`config.mk`:
```
export PLATFORM = sky130hd
export DESIGN_NAME = instruction_fetch
export DESIGN_NICKNAME = d
export VERILOG_FILES = /design/src/rtl/cpu_pkg.sv /design/src/rtl/pc_reg.sv /design/src/rtl/instruction_fetch.sv
export SDC_FILE = /design/constraint.sdc
export NUM_CORES = 1
export LEC_CHECK = 0
export CORE_MARGIN = 2
export CORE_UTILIZATION = 40
export DETAILED_ROUTE_END_ITERATION = 7
export PLACE_DENSITY_LB_ADDON = 0.08
export SETUP_SLACK_MARGIN = 0.15
export SYNTH_ARGS = -nofsm -noshare
export SYNTH_HDL_FRONTEND = slang
export SYNTH_SLANG_ARGS = --single-unit
export TNS_END_PERCENT = 20
```
`constraint.sdc`:
```
create_clock -name clk -period 2.11 [get_ports clk]
set_input_delay 0.3165 -clock clk [delete_from_list [all_inputs] [get_ports clk]]
set_output_delay 0.3165 -clock clk [all_outputs]
set_load 0.02 [all_outputs]
```
`src/rtl/cpu_pkg.sv`:
```
// Shared fetch-stage definitions: opcode field position, halt encoding,
// pc step and the fetch FSM state type.
package cpu_pkg;

  localparam int          OPCODE_MSB  = 31;
  localparam int          OPCODE_LSB  = 26;
  localparam logic [5:0]  HALT_OPCODE = 6'b000000;
  localparam logic [31:0] PC_STEP     = 32'd4;

  typedef enum logic [1:0] {
    ST_FETCH = 2'd0,
    ST_HOLD  = 2'd1,
    ST_HALT  = 2'd2
  } fetch_state_t;

endpackage

```
`src/rtl/pc_reg.sv`:
```
// Program counter: word-aligned jump load has priority over the sequential
// increment; the increment wraps naturally at 2^32.
module pc_reg
  import cpu_pkg::*;
#(
  parameter logic [31:0] RESET_PC = 32'h0000_0000
) (
  input  logic        clk,
  input  logic        rst_n,
  input  logic        i_jump_en,
  input  logic [31:0] i_jump_target,
  input  logic        i_inc_en,
  output logic [31:0] o_pc
);

  logic [31:0] r_pc;
  logic [31:0] w_target_aligned;

  assign w_target_aligned = i_jump_target & ~32'h0000_0003;

  always_ff @(posedge clk or negedge rst_n) begin
    if (!rst_n) begin
      r_pc <= RESET_PC;
    end else if (i_jump_en) begin
      r_pc <= w_target_aligned;
    end else if (i_inc_en) begin
      r_pc <= r_pc + PC_STEP;
    end
  end

  assign o_pc = r_pc;

endmodule

```
`src/rtl/instruction_fetch.sv`:
```
// Instruction fetch stage: issues one memory read at a time, holds the
// returned word until the interpreter consumes it, and stops on a halt word.
module instruction_fetch
  import cpu_pkg::*;
#(
  parameter logic [31:0] RESET_PC = 32'h0000_0000
) (
  input  logic        clk,
  input  logic        rst_n,
  output logic        imem_req,
  output logic [31:0] imem_addr,
  input  logic        imem_ack,
  input  logic [31:0] imem_rdata,
  output logic [31:0] instr,
  output logic        instr_valid,
  input  logic        instr_ready,
  output logic [31:0] instr_pc,
  input  logic        jump_en,
  input  logic [31:0] jump_target,
  output logic        halted
);

  fetch_state_t r_state;
  fetch_state_t w_state_next;

  logic        r_started;
  logic        r_stale;
  logic [31:0] r_req_addr;
  logic [31:0] r_instr;
  logic [31:0] r_instr_pc;

  logic [31:0] w_pc;
  logic        w_req;
  logic        w_accept;
  logic        w_held_halt;

  // Requests stay off until the first edge after reset so a request cut
  // by reset is never mistaken for a live one.
  assign w_req       = (r_state == ST_FETCH) && r_started;
  assign w_accept    = w_req && imem_ack && !r_stale && !jump_en;
  assign w_held_halt = (r_instr[OPCODE_MSB:OPCODE_LSB] == HALT_OPCODE);

  pc_reg #(
    .RESET_PC (RESET_PC)
  ) u_pc_reg (
    .clk           (clk),
    .rst_n         (rst_n),
    .i_jump_en     (jump_en),
    .i_jump_target (jump_target),
    .i_inc_en      (w_accept),
    .o_pc          (w_pc)
  );

  always_ff @(posedge clk or negedge rst_n) begin
    if (!rst_n) begin
      r_state <= ST_FETCH;
    end else begin
      r_state <= w_state_next;
    end
  end

  always_comb begin
    w_state_next = r_state;
    imem_req     = w_req;
    imem_addr    = w_pc;
    instr_valid  = 1'b0;
    halted       = 1'b0;
    if (r_stale) begin
      imem_addr = r_req_addr;
    end
    case (r_state)
      ST_FETCH: begin
        if (w_accept) begin
          w_state_next = ST_HOLD;
        end
      end
      ST_HOLD: begin
        instr_valid = 1'b1;
        if (jump_en) begin
          w_state_next = ST_FETCH;
        end else if (instr_ready) begin
          w_state_next = w_held_halt ? ST_HALT : ST_FETCH;
        end
      end
      ST_HALT: begin
        halted = 1'b1;
        if (jump_en) begin
          w_state_next = ST_FETCH;
        end
      end
      default: begin
        w_state_next = ST_FETCH;
      end
    endcase
  end

  // A redirect during an outstanding read keeps the old address on the bus
  // until the ack, then that data is thrown away.
  always_ff @(posedge clk or negedge rst_n) begin
    if (!rst_n) begin
      r_started  <= 1'b0;
      r_stale    <= 1'b0;
      r_req_addr <= 32'h0000_0000;
      r_instr    <= 32'h0000_0000;
      r_instr_pc <= 32'h0000_0000;
    end else begin
      r_started <= 1'b1;
      if (!r_stale) begin
        r_req_addr <= w_pc;
      end
      if (w_req) begin
        if (imem_ack) begin
          r_stale <= 1'b0;
        end else if (jump_en) begin
          r_stale <= 1'b1;
        end
      end
      if (w_accept) begin
        r_instr    <= imem_rdata;
        r_instr_pc <= w_pc;
      end
    end
  end

  assign instr    = r_instr;
  assign instr_pc = r_instr_pc;

endmodule

```
==> flow_metrics.tcl, run 1 <==
set metrics [dict create \
    path_cells "or3b_4, or4_4, or4_1, a31oi_1" \
    ys_seq_elements 128 \
    io_buffer_count 163 \
    cp.depth 4 \
    antenna_cells 0 \
    clk_latency_ps 410 \
    leakage_nw 3.67 \
    netlist_instances 436 \
    wl_per_cell_um 17.9 \
    crit_family "simple AND/OR/NAND/NOR gates" \
    core-area_sq_um 13300 \
    timing.final.crit_share_pct 100 \
    hpwlAfterDp_um 9910 \
    finalSetupTns_ps -0.153 \
    powerDensity_nw_per_um2 1110 \
    clock-sinks 128 \
    cp-end-kind "flop" \
    clk_path_buf_depth 2 \
    cts.htree.levels 4 \
    crit_path_start_kind "flop" \
    start_util_pct 41.1 \
    die_h_um 121 \
    maxCapViolCount 0 \
    critPathMaxFanout 12 \
    critPathArrivalTime_ps 2440 \
    dpl_cell_area_sq_um 7570 \
    ios 168 \
    crit_buf_inv 0 \
    ir_drop_uv 751 \
    fin_crit_ps 2110 \
    fmax_mhz 474 \
    async_flop_share_pct 100 \
    rsz0062_at_grt "yes" \
    area_growth_pct 56.7 \
    reg2reg_from "r_state[0]$_DFFE_PN0P_" \
    cts_tree "yes" \
    rows 42 \
    max_stage_delay_ps 520 \
    postLayoutSetupSlackWorst_ps -0.153 \
    grt_pass1_vias 4427 \
    grt_pass1_wl_um 22900 \
    yosysUniqueCellTypes 38 \
    via_count 4337 \
    cp-startpoint "r_state[0]$_DFFE_PN0P_" \
    dieArea_sq_um 14600 \
    crit_type "reg -> reg" \
    hold_class "in -> async" \
    dieWidth_um 121 \
    grt_overflow 0 \
    hold_slack_ps 421 \
    yosys_most_used_dff "dfrtp_1" \
    total_power_mw 9.50 \
    clkTransAtPathRegs_ps 60 \
    antenna_found_initial 1 \
    drc_errors 0 \
    ant_nets 0 \
    grt_max_degree 57 \
    nets 722 \
    grt.total_usage_pct 20.2 \
    dr.pass1.iters 4 \
    setup_violations 1 \
    numCtsBuffers 17 \
    status "complete, but fails checks" \
    synth_edf_count 0 \
    avgSynthCellArea_sq_um 12.5 \
    dpl_worst_slack_ps -175 \
    rr_worst_depth 4 \
    vias_per_cell 5.16 \
    drt_wl_total_um 15000 \
    layout-drive-gt1-share_pct 34.9 \
    final_cell_area_sq_um 8570 \
    synth-seq-area-share_pct 58.6 \
    finalWeightedCongestion 0.826 \
    netlist_area_sq_um 5470 \
    cts_root_buf "clkbuf_16" \
    crit_slowest_cell "or4_4" \
    ys_warn_count 0 \
    drt-initial-drc-count 200 \
    skew_ps 6.82 \
    cp.required_ps 2440 \
    hold_violations 0 \
    finalMaxSlewViolations 0 \
    violations "setup timing" \
]
-- per-stage QoR --
stage               cells  utilization [%]
finish                840             64.4
global route          840             64.4
CTS                   827             62.6
detailed placement    795             56.9
global placement      795             56.9
floorplan             437                -
-- cells by family after synthesis --
logic type / share of synthesized area, %
mux: 18.5
other cells: 0.137
simple gates: 12.2
fa+ha+maj: 0.229
flops: 58.6
xor+xnor: 0.961
compound gates: 6.43
buf+inv: 2.91
-- synthesized netlist by cell type (all sizes together) (2+ instances only) --
cell	instances	area share, %
a21oi	4	0.37
a31oi	18	2.1
and2	4	0.46
and4	5	0.80
buf	12	1.4
clkbuf	15	1.1
conb	2	0.14
dfrtp	128	59
inv	6	0.41
mux2	89	18
nand2	23	1.6
nand2b	3	0.34
nand3	11	1.0
nand3b	2	0.27
nand4	12	1.4
nor2	22	1.5
nor2b	2	0.23
nor3	2	0.18
nor4	2	0.23
o211ai	5	0.69
o21ai	15	1.4
o31ai	13	1.8
or3	6	0.69
or4	22	3.2
xnor2	5	0.80
-- layer usage --
metal  share of wire [%]  vias to the layer above  track usage (%)
met3                 5.3                       15             5.87
li1                    -                     2026                -
met2                  49                      113             32.2
met5               0.073                        -                0
met1                  45                     2181             26.5
met4                 1.2                        2             6.54
-- what timing repair did --
item | 4_1_cts | 5_1_grt
setup buffers | 0 | 9
endpoints found under the setup margin | 119 | 98
hold endpoints to repair | 50 | 0
pin swaps | 29 | 21
hold buffers | 1 | 0
gates cloned | 0 | 4
resized for setup | 174 | 51
-- where the power goes --
group | total, mW | internal (mW) | switching [mW]
clock | 2.80 | 1.81 | 0.998
combinational | 3.28 | 1.79 | 1.50
sequential | 3.42 | 3.07 | 0.344
-- flip-flops by register name, summed over array words and instances (netlist names) --
| register | count |
|---|---|
| u_pc_reg.o_pc | 30 |
| r_state | 2 |
| instr_pc | 30 |
| instr | 32 |
| r_started | 1 |
| r_req_addr | 32 |
| r_stale | 1 |
-- worst paths after layout --
kind	slack (ps)	endpoint
setup reg to reg	-0.2	u_pc_reg.o_pc[22]$_DFFE_PN0P_
setup / recovery	-0.2	u_pc_reg.o_pc[22]$_DFFE_PN0P_
max in group asynchronous	980	instr[28]$_DFFE_PN0P_
hold reg to reg	480	r_req_addr[1]$_DFF_PN0_
hold / removal	420	instr_pc[7]$_DFFE_PN0P_
min in group clk	470	u_pc_reg.o_pc[27]$_DFFE_PN0P_
-- layout make-up --
class                           count  area (sq um)
Fill cell                        1075          4730
Sequential cell                   128          3200
Multi-Input combinational cell    275          2430
Timing Repair Buffer              223          2100
Clock buffer                       28           567
Tap cell                          176           220
Inverter                            7          30.0
Clock inverter                      3          17.5
-- layout by cell type (no fill, tap or decap), types with 7 or more instances in the layout --
master	instances
mux2_2	27
or4_1	15
clkdlybuf4s50_1	127
nand3_1	10
mux2_4	62
a31oi_1	16
buf_6	8
or4_4	7
buf_4	45
clkbuf_16	20
nor2_1	21
dfrtp_1	127
buf_2	26
o21ai_0	14
clkbuf_8	10
nand4_1	12
o31ai_1	11
nand2_1	22
Power figures use the tool's default switching activity.
==> run 2: changes to the inputs <==
Settings changed: GPL_ROUTABILITY_DRIVEN set to 0, MAX_ROUTING_LAYER set to met4.
==> flow_metrics.tcl, run 2 (synthesis gave the netlist of run 1 again) <==
set metrics [dict create \
    start_util_pct 41.1 \
    vias_per_cell 5.15 \
    dieWidth_um 121 \
    dr.pass1.iters 4 \
    route.met2.wl_um 7210 \
    leakage_nw 3.65 \
    postLayoutSetupSlackWorst_ps 2.29 \
    rr_worst_depth 4 \
    multi_input_comb_area_sq_um 2430 \
    core-area_sq_um 13300 \
    nFillCells 1088 \
    status "completed" \
    fmax_mhz 474 \
    grt_pass1_wl_um 22900 \
    drt-initial-drc-count 251 \
    grt.total_usage_pct 20.8 \
    area_growth_pct 55.8 \
    timing.final.crit_share_pct 99.9 \
    fin_util_pct 64.1 \
    ant_nets 0 \
    powerDensity_nw_per_um2 1110 \
    dpl_worst_slack_ps -175 \
    cts.htree.levels 4 \
    route.met3.wl_um 781 \
    layout_common_cells "127 x clkdlybuf4s50_1, 127 x dfrtp_1, 62 x mux2_4" \
    skew_ps 5.53 \
    antenna_found_initial 1 \
    hold_class "in -> async" \
    crit_type "reg -> reg" \
    cts_root_buf "clkbuf_16" \
    hold_violations 0 \
    regArea_sq_um 3200 \
    numCtsBuffers 17 \
    drt_wl_total_um 14900 \
    clk_path_buf_depth 2 \
    ir_drop_uv 770 \
    rsz0062_at_grt "yes" \
    critPathArrivalTime_ps 2440 \
    finalSetupTns_ps 0 \
    crit_path_start_kind "flop" \
    clk_latency_ps 410 \
    grt_max_degree 57 \
    nets 720 \
    cp.required_ps 2440 \
    hpwlAfterDp_um 9910 \
    ios 168 \
    clkTransAtPathRegs_ps 60 \
    layout-drive-gt1-share_pct 34.7 \
    critPathMaxFanout 12 \
    drc_errors 0 \
    grt_overflow 0 \
    wirelength_met1_um 6730 \
    finalMaxSlewViolations 0 \
    die_h_um 121 \
    cts_tree "yes" \
    highest_layer "met4" \
    io_buffer_count 163 \
    dieArea_sq_um 14600 \
    cp-end-kind "flop" \
    maxCapViolCount 0 \
    fin_crit_ps 2110 \
    grt_pass1_vias 4419 \
    setup_violations 0 \
    via_count 4319 \
    total_power_mw 9.49 \
    clock-sinks 128 \
    wl_per_cell_um 17.8 \
    rows 42 \
]
run 2: changes by cell type in the layout (fill, tap and decap cells not counted):
cell,previous run,this run
clkbuf_16,20,19
buf_16,1,0
diode_2,0,1
run 2: where the power goes:
part	switching (mW)	internal (mW)	leakage, nW	total (mW)
logic	1.49	1.78	1.84	3.27
clock network	0.999	1.81	0.291	2.81
registers	0.344	3.07	1.51	3.42
run 2: layout make-up:
| class | count | area share [%] |
|---|---|---|
| sequential | 128 | 37.6 |
| multi-input combinational | 275 | 28.5 |
| timing repair buffer | 221 | 24.0 |
| clock buffer | 28 | 6.65 |
| tap | 176 | 2.59 |
| inverter | 7 | 0.353 |
| clock inverter | 3 | 0.206 |
| antenna | 1 | 0.0294 |
run 2: worst paths after layout:
kind                                    startpoint  slack [ps]                             to
max                         r_state[0]$_DFFE_PN0P_           2  u_pc_reg.o_pc[22]$_DFFE_PN0P_
min                                          rst_n         420        instr_pc[7]$_DFFE_PN0P_
max reg2reg                 r_state[0]$_DFFE_PN0P_           2  u_pc_reg.o_pc[22]$_DFFE_PN0P_
min reg2reg                r_req_addr[1]$_DFF_PN0_         480        r_req_addr[1]$_DFF_PN0_
max in group asynchronous                    rst_n        1000          instr[28]$_DFFE_PN0P_
min in group clk                    jump_target[3]         470   u_pc_reg.o_pc[3]$_DFFE_PN0P_
run 2: metal layers:
| metal | global-route usage, % | vias up |
|---|---|---|
| met5 | - | - |
| met4 | 6.54 | 0 |
| met3 | 5.31 | 12 |
| met2 | 32.1 | 121 |
| met1 | 27.1 | 2160 |
| li1 | - | 2026 |
run 2: worst max-delay path, cell delays in order, from the launching register on:
cell and delay, ps:
dfrtp_1 370, or3b_4 470, or4_4 520, or4_1 500, a31oi_1 170
run 2: repair_timing:
action,in CTS,in global routing
hold buffers,1,0
resized for setup,174,50
buffers inserted,0,8
pin swaps,29,21
gates cloned,0,3
hold endpoints to repair,50,0
endpoints found under the setup margin,119,98
run 2: per-stage QoR:
step	cells	hold WS [ps]	cell area (sq um)
final	839	420	8520
after global routing	839	461	8520
after CTS	827	432	8320
after detailed placement	795	296	7570
after global placement	795	291	7570
after floorplan	437	20.9	5490
==> run 3: changes to the inputs <==
Settings changed: CTS_CLUSTER_SIZE set to 12, GPL_TIMING_DRIVEN set to 0, MAX_ROUTING_LAYER met4 to not set.
==> flow_metrics.tcl, run 3 (synthesis gave the netlist of run 1 again) <==
set metrics [dict create \
    skew_ps 8.40 \
    ios 168 \
    dieArea_sq_um 14600 \
    crit_family "simple AND/OR/NAND/NOR gates" \
    powerDensity_nw_per_um2 1130 \
    cts_tree "yes" \
    swShare_pct 29.4 \
    path_cells "or3b_1, buf_6, or4_4, buf_8, or4_4, nand3_2" \
    status "complete, but fails checks" \
    cp.required_ps 2450 \
    hpwlAfterDp_um 10000 \
    antenna_found_initial 0 \
    wl_per_cell_um 18.0 \
    cts_root_buf "clkbuf_16" \
    clkTransAtPathRegs_ps 60 \
    tightest_slew_ps 612 \
    dr.pass1.iters 5 \
    dieWidth_um 121 \
    leakage_nw 3.65 \
    cts.htree.levels 4 \
    crit_slowest_cell "or4_4" \
    layout_common_cells "126 x clkdlybuf4s50_1, 118 x dfrtp_1, 61 x mux2_4" \
    layout_commonest_cell "clkdlybuf4s50_1" \
    crit_path_start_kind "flop" \
    rsz0062_at_grt "yes" \
    antenna_cells 0 \
    rows 42 \
    fin_util_pct 64.4 \
    crit_buf_inv 2 \
    critPathMaxFanout 7 \
    drc_errors 0 \
    grt_pass1_wl_um 23900 \
    p_int_mw 6.83 \
    maxSlewHeadroom_pct 59.2 \
    grt_pass1_vias 4509 \
    start_util_pct 41.1 \
    critPathArrivalTime_ps 2520 \
    core-area_sq_um 13300 \
    ir_drop_uv 909 \
    total_power_mw 9.67 \
    grt.total_usage_pct 21.1 \
    die_h_um 121 \
    fin_crit_ps 2180 \
    seq_power_share_pct 35.6 \
    p_clk_share_pct 30.7 \
    hold_violations 0 \
    io_buffer_count 162 \
    max_stage_delay_ps 540 \
    finalMaxSlewViolations 0 \
    area_growth_pct 56.7 \
    fmax_mhz 458 \
    via_count 4319 \
    nFillCells 1081 \
    crit_type "reg -> reg" \
    comb_power_share_pct 33.7 \
    drt_wl_total_um 15000 \
    drt-initial-drc-count 224 \
    dpl_worst_slack_ps -614 \
    nets 719 \
    timing.final.crit_share_pct 103 \
    layout-drive-gt1-share_pct 35.1 \
    ant_nets 0 \
    clk_path_buf_depth 2 \
    setup_violations 6 \
    cpMostUsedCell "or4_4" \
    violations "setup timing" \
    grt_overflow 0 \
    clock-sinks 128 \
    maxCapViolCount 0 \
    hold_class "in -> reg" \
    clk_latency_ps 410 \
    vias_per_cell 5.16 \
    cp-end-kind "flop" \
    p_switching_mw 2.84 \
    postLayoutSetupSlackWorst_ps -72.8 \
    grt_max_degree 66 \
    numCtsBuffers 17 \
]
==> run 3: changes by cell type in the layout (fill, tap and decap cells not counted), moves of 3 or more <==
cell,before,now
clkbuf_1,1,10
clkbuf_2,1,4
buf_8,1,4
buf_4,45,26
dfrtp_1,127,118
dfrtp_2,1,10
o21ai_0,14,11
==> run 3: final timing paths <==
check | startpoint | endpoint | slack (ps) | depth (start not counted)
worst max-delay path | r_state[1]$_DFFE_PN0P_ | u_pc_reg.o_pc[12]$_DFFE_PN0P_ | -70 | 6
min in group asynchronous | rst_n | instr_pc[2]$_DFFE_PN0P_ | 470 | 2
worst min-delay path | jump_target[6] | u_pc_reg.o_pc[6]$_DFFE_PN0P_ | 460 | 3
max in group asynchronous | rst_n | u_pc_reg.o_pc[17]$_DFFE_PN0P_ | 910 | 3
worst min register to register | r_req_addr[1]$_DFF_PN0_ | r_req_addr[1]$_DFF_PN0_ | 480 | 1
worst max register to register | r_state[1]$_DFFE_PN0P_ | u_pc_reg.o_pc[12]$_DFFE_PN0P_ | -70 | 6
==> run 3: repair_timing <==
action	4_1_cts	5_1_grt
pin swaps	25	19
resized for setup	246	32
setup buffers	12	16
setup endpoints to repair	129	93
endpoints found under the hold margin	64	0
hold buffers	1	0
cloned	0	1
==> run 3: final cells by class <==
type | instances | area [sq um] | area share (%)
Sequential cell | 128 | 3220 | 37.5
Multi-Input combinational cell | 275 | 2420 | 28.3
Timing Repair Buffer | 193 | 1770 | 20.7
Clock buffer | 27 | 543 | 6.34
Buffer | 27 | 292 | 3.40
Tap cell | 176 | 220 | 2.57
Clock inverter | 4 | 70.1 | 0.818
Inverter | 7 | 30.0 | 0.351
==> run 3: through the flow <==
stage	hold WS, ps	instances	instance area [sq um]	setup TNS (ps)
6_report	464	837	8560	-204
4_1_cts	448	820	8370	-75.0
3_5_place_dp	356	776	7360	-32430
5_1_grt	480	837	8560	-979
3_3_place_gp	470	775	7330	-579460
2_1_floorplan	20.9	437	5490	0
==> run 3: layer usage <==
| metal | share of wire (%) | GRT usage (%) | vias up | routed length [um] |
|---|---|---|---|---|
| met4 | 0.80 | 5.01 | 0 | 121 |
| met5 | 0 | 0 | - | 0 |
| li1 | - | - | 2014 | - |
| met1 | 43 | 27.9 | 2169 | 6490 |
| met3 | 7.1 | 8.08 | 11 | 1070 |
| met2 | 49 | 33.0 | 125 | 7360 |
==> run 3: worst register-to-register path, delay by kind of cell (launching register included) <==
family,cells,cell delay [ps]
flip-flops,1,390
buffers and inverters,2,300
AND/OR/NAND/NOR,4,1430
==> run 3: power groups by stage <==
| stage | Combinational, mW | Clock [mW] | Sequential, mW |
|---|---|---|---|
| global route | 3.45 | 3.14 | 3.53 |
| floorplan | 0.958 | 0 | 3.93 |
| detailed placement | 2.98 | 0 | 3.46 |
| finish | 3.26 | 2.97 | 3.44 |
| CTS | 3.22 | 3.02 | 3.45 |
| global placement | 2.95 | 0 | 3.44 |
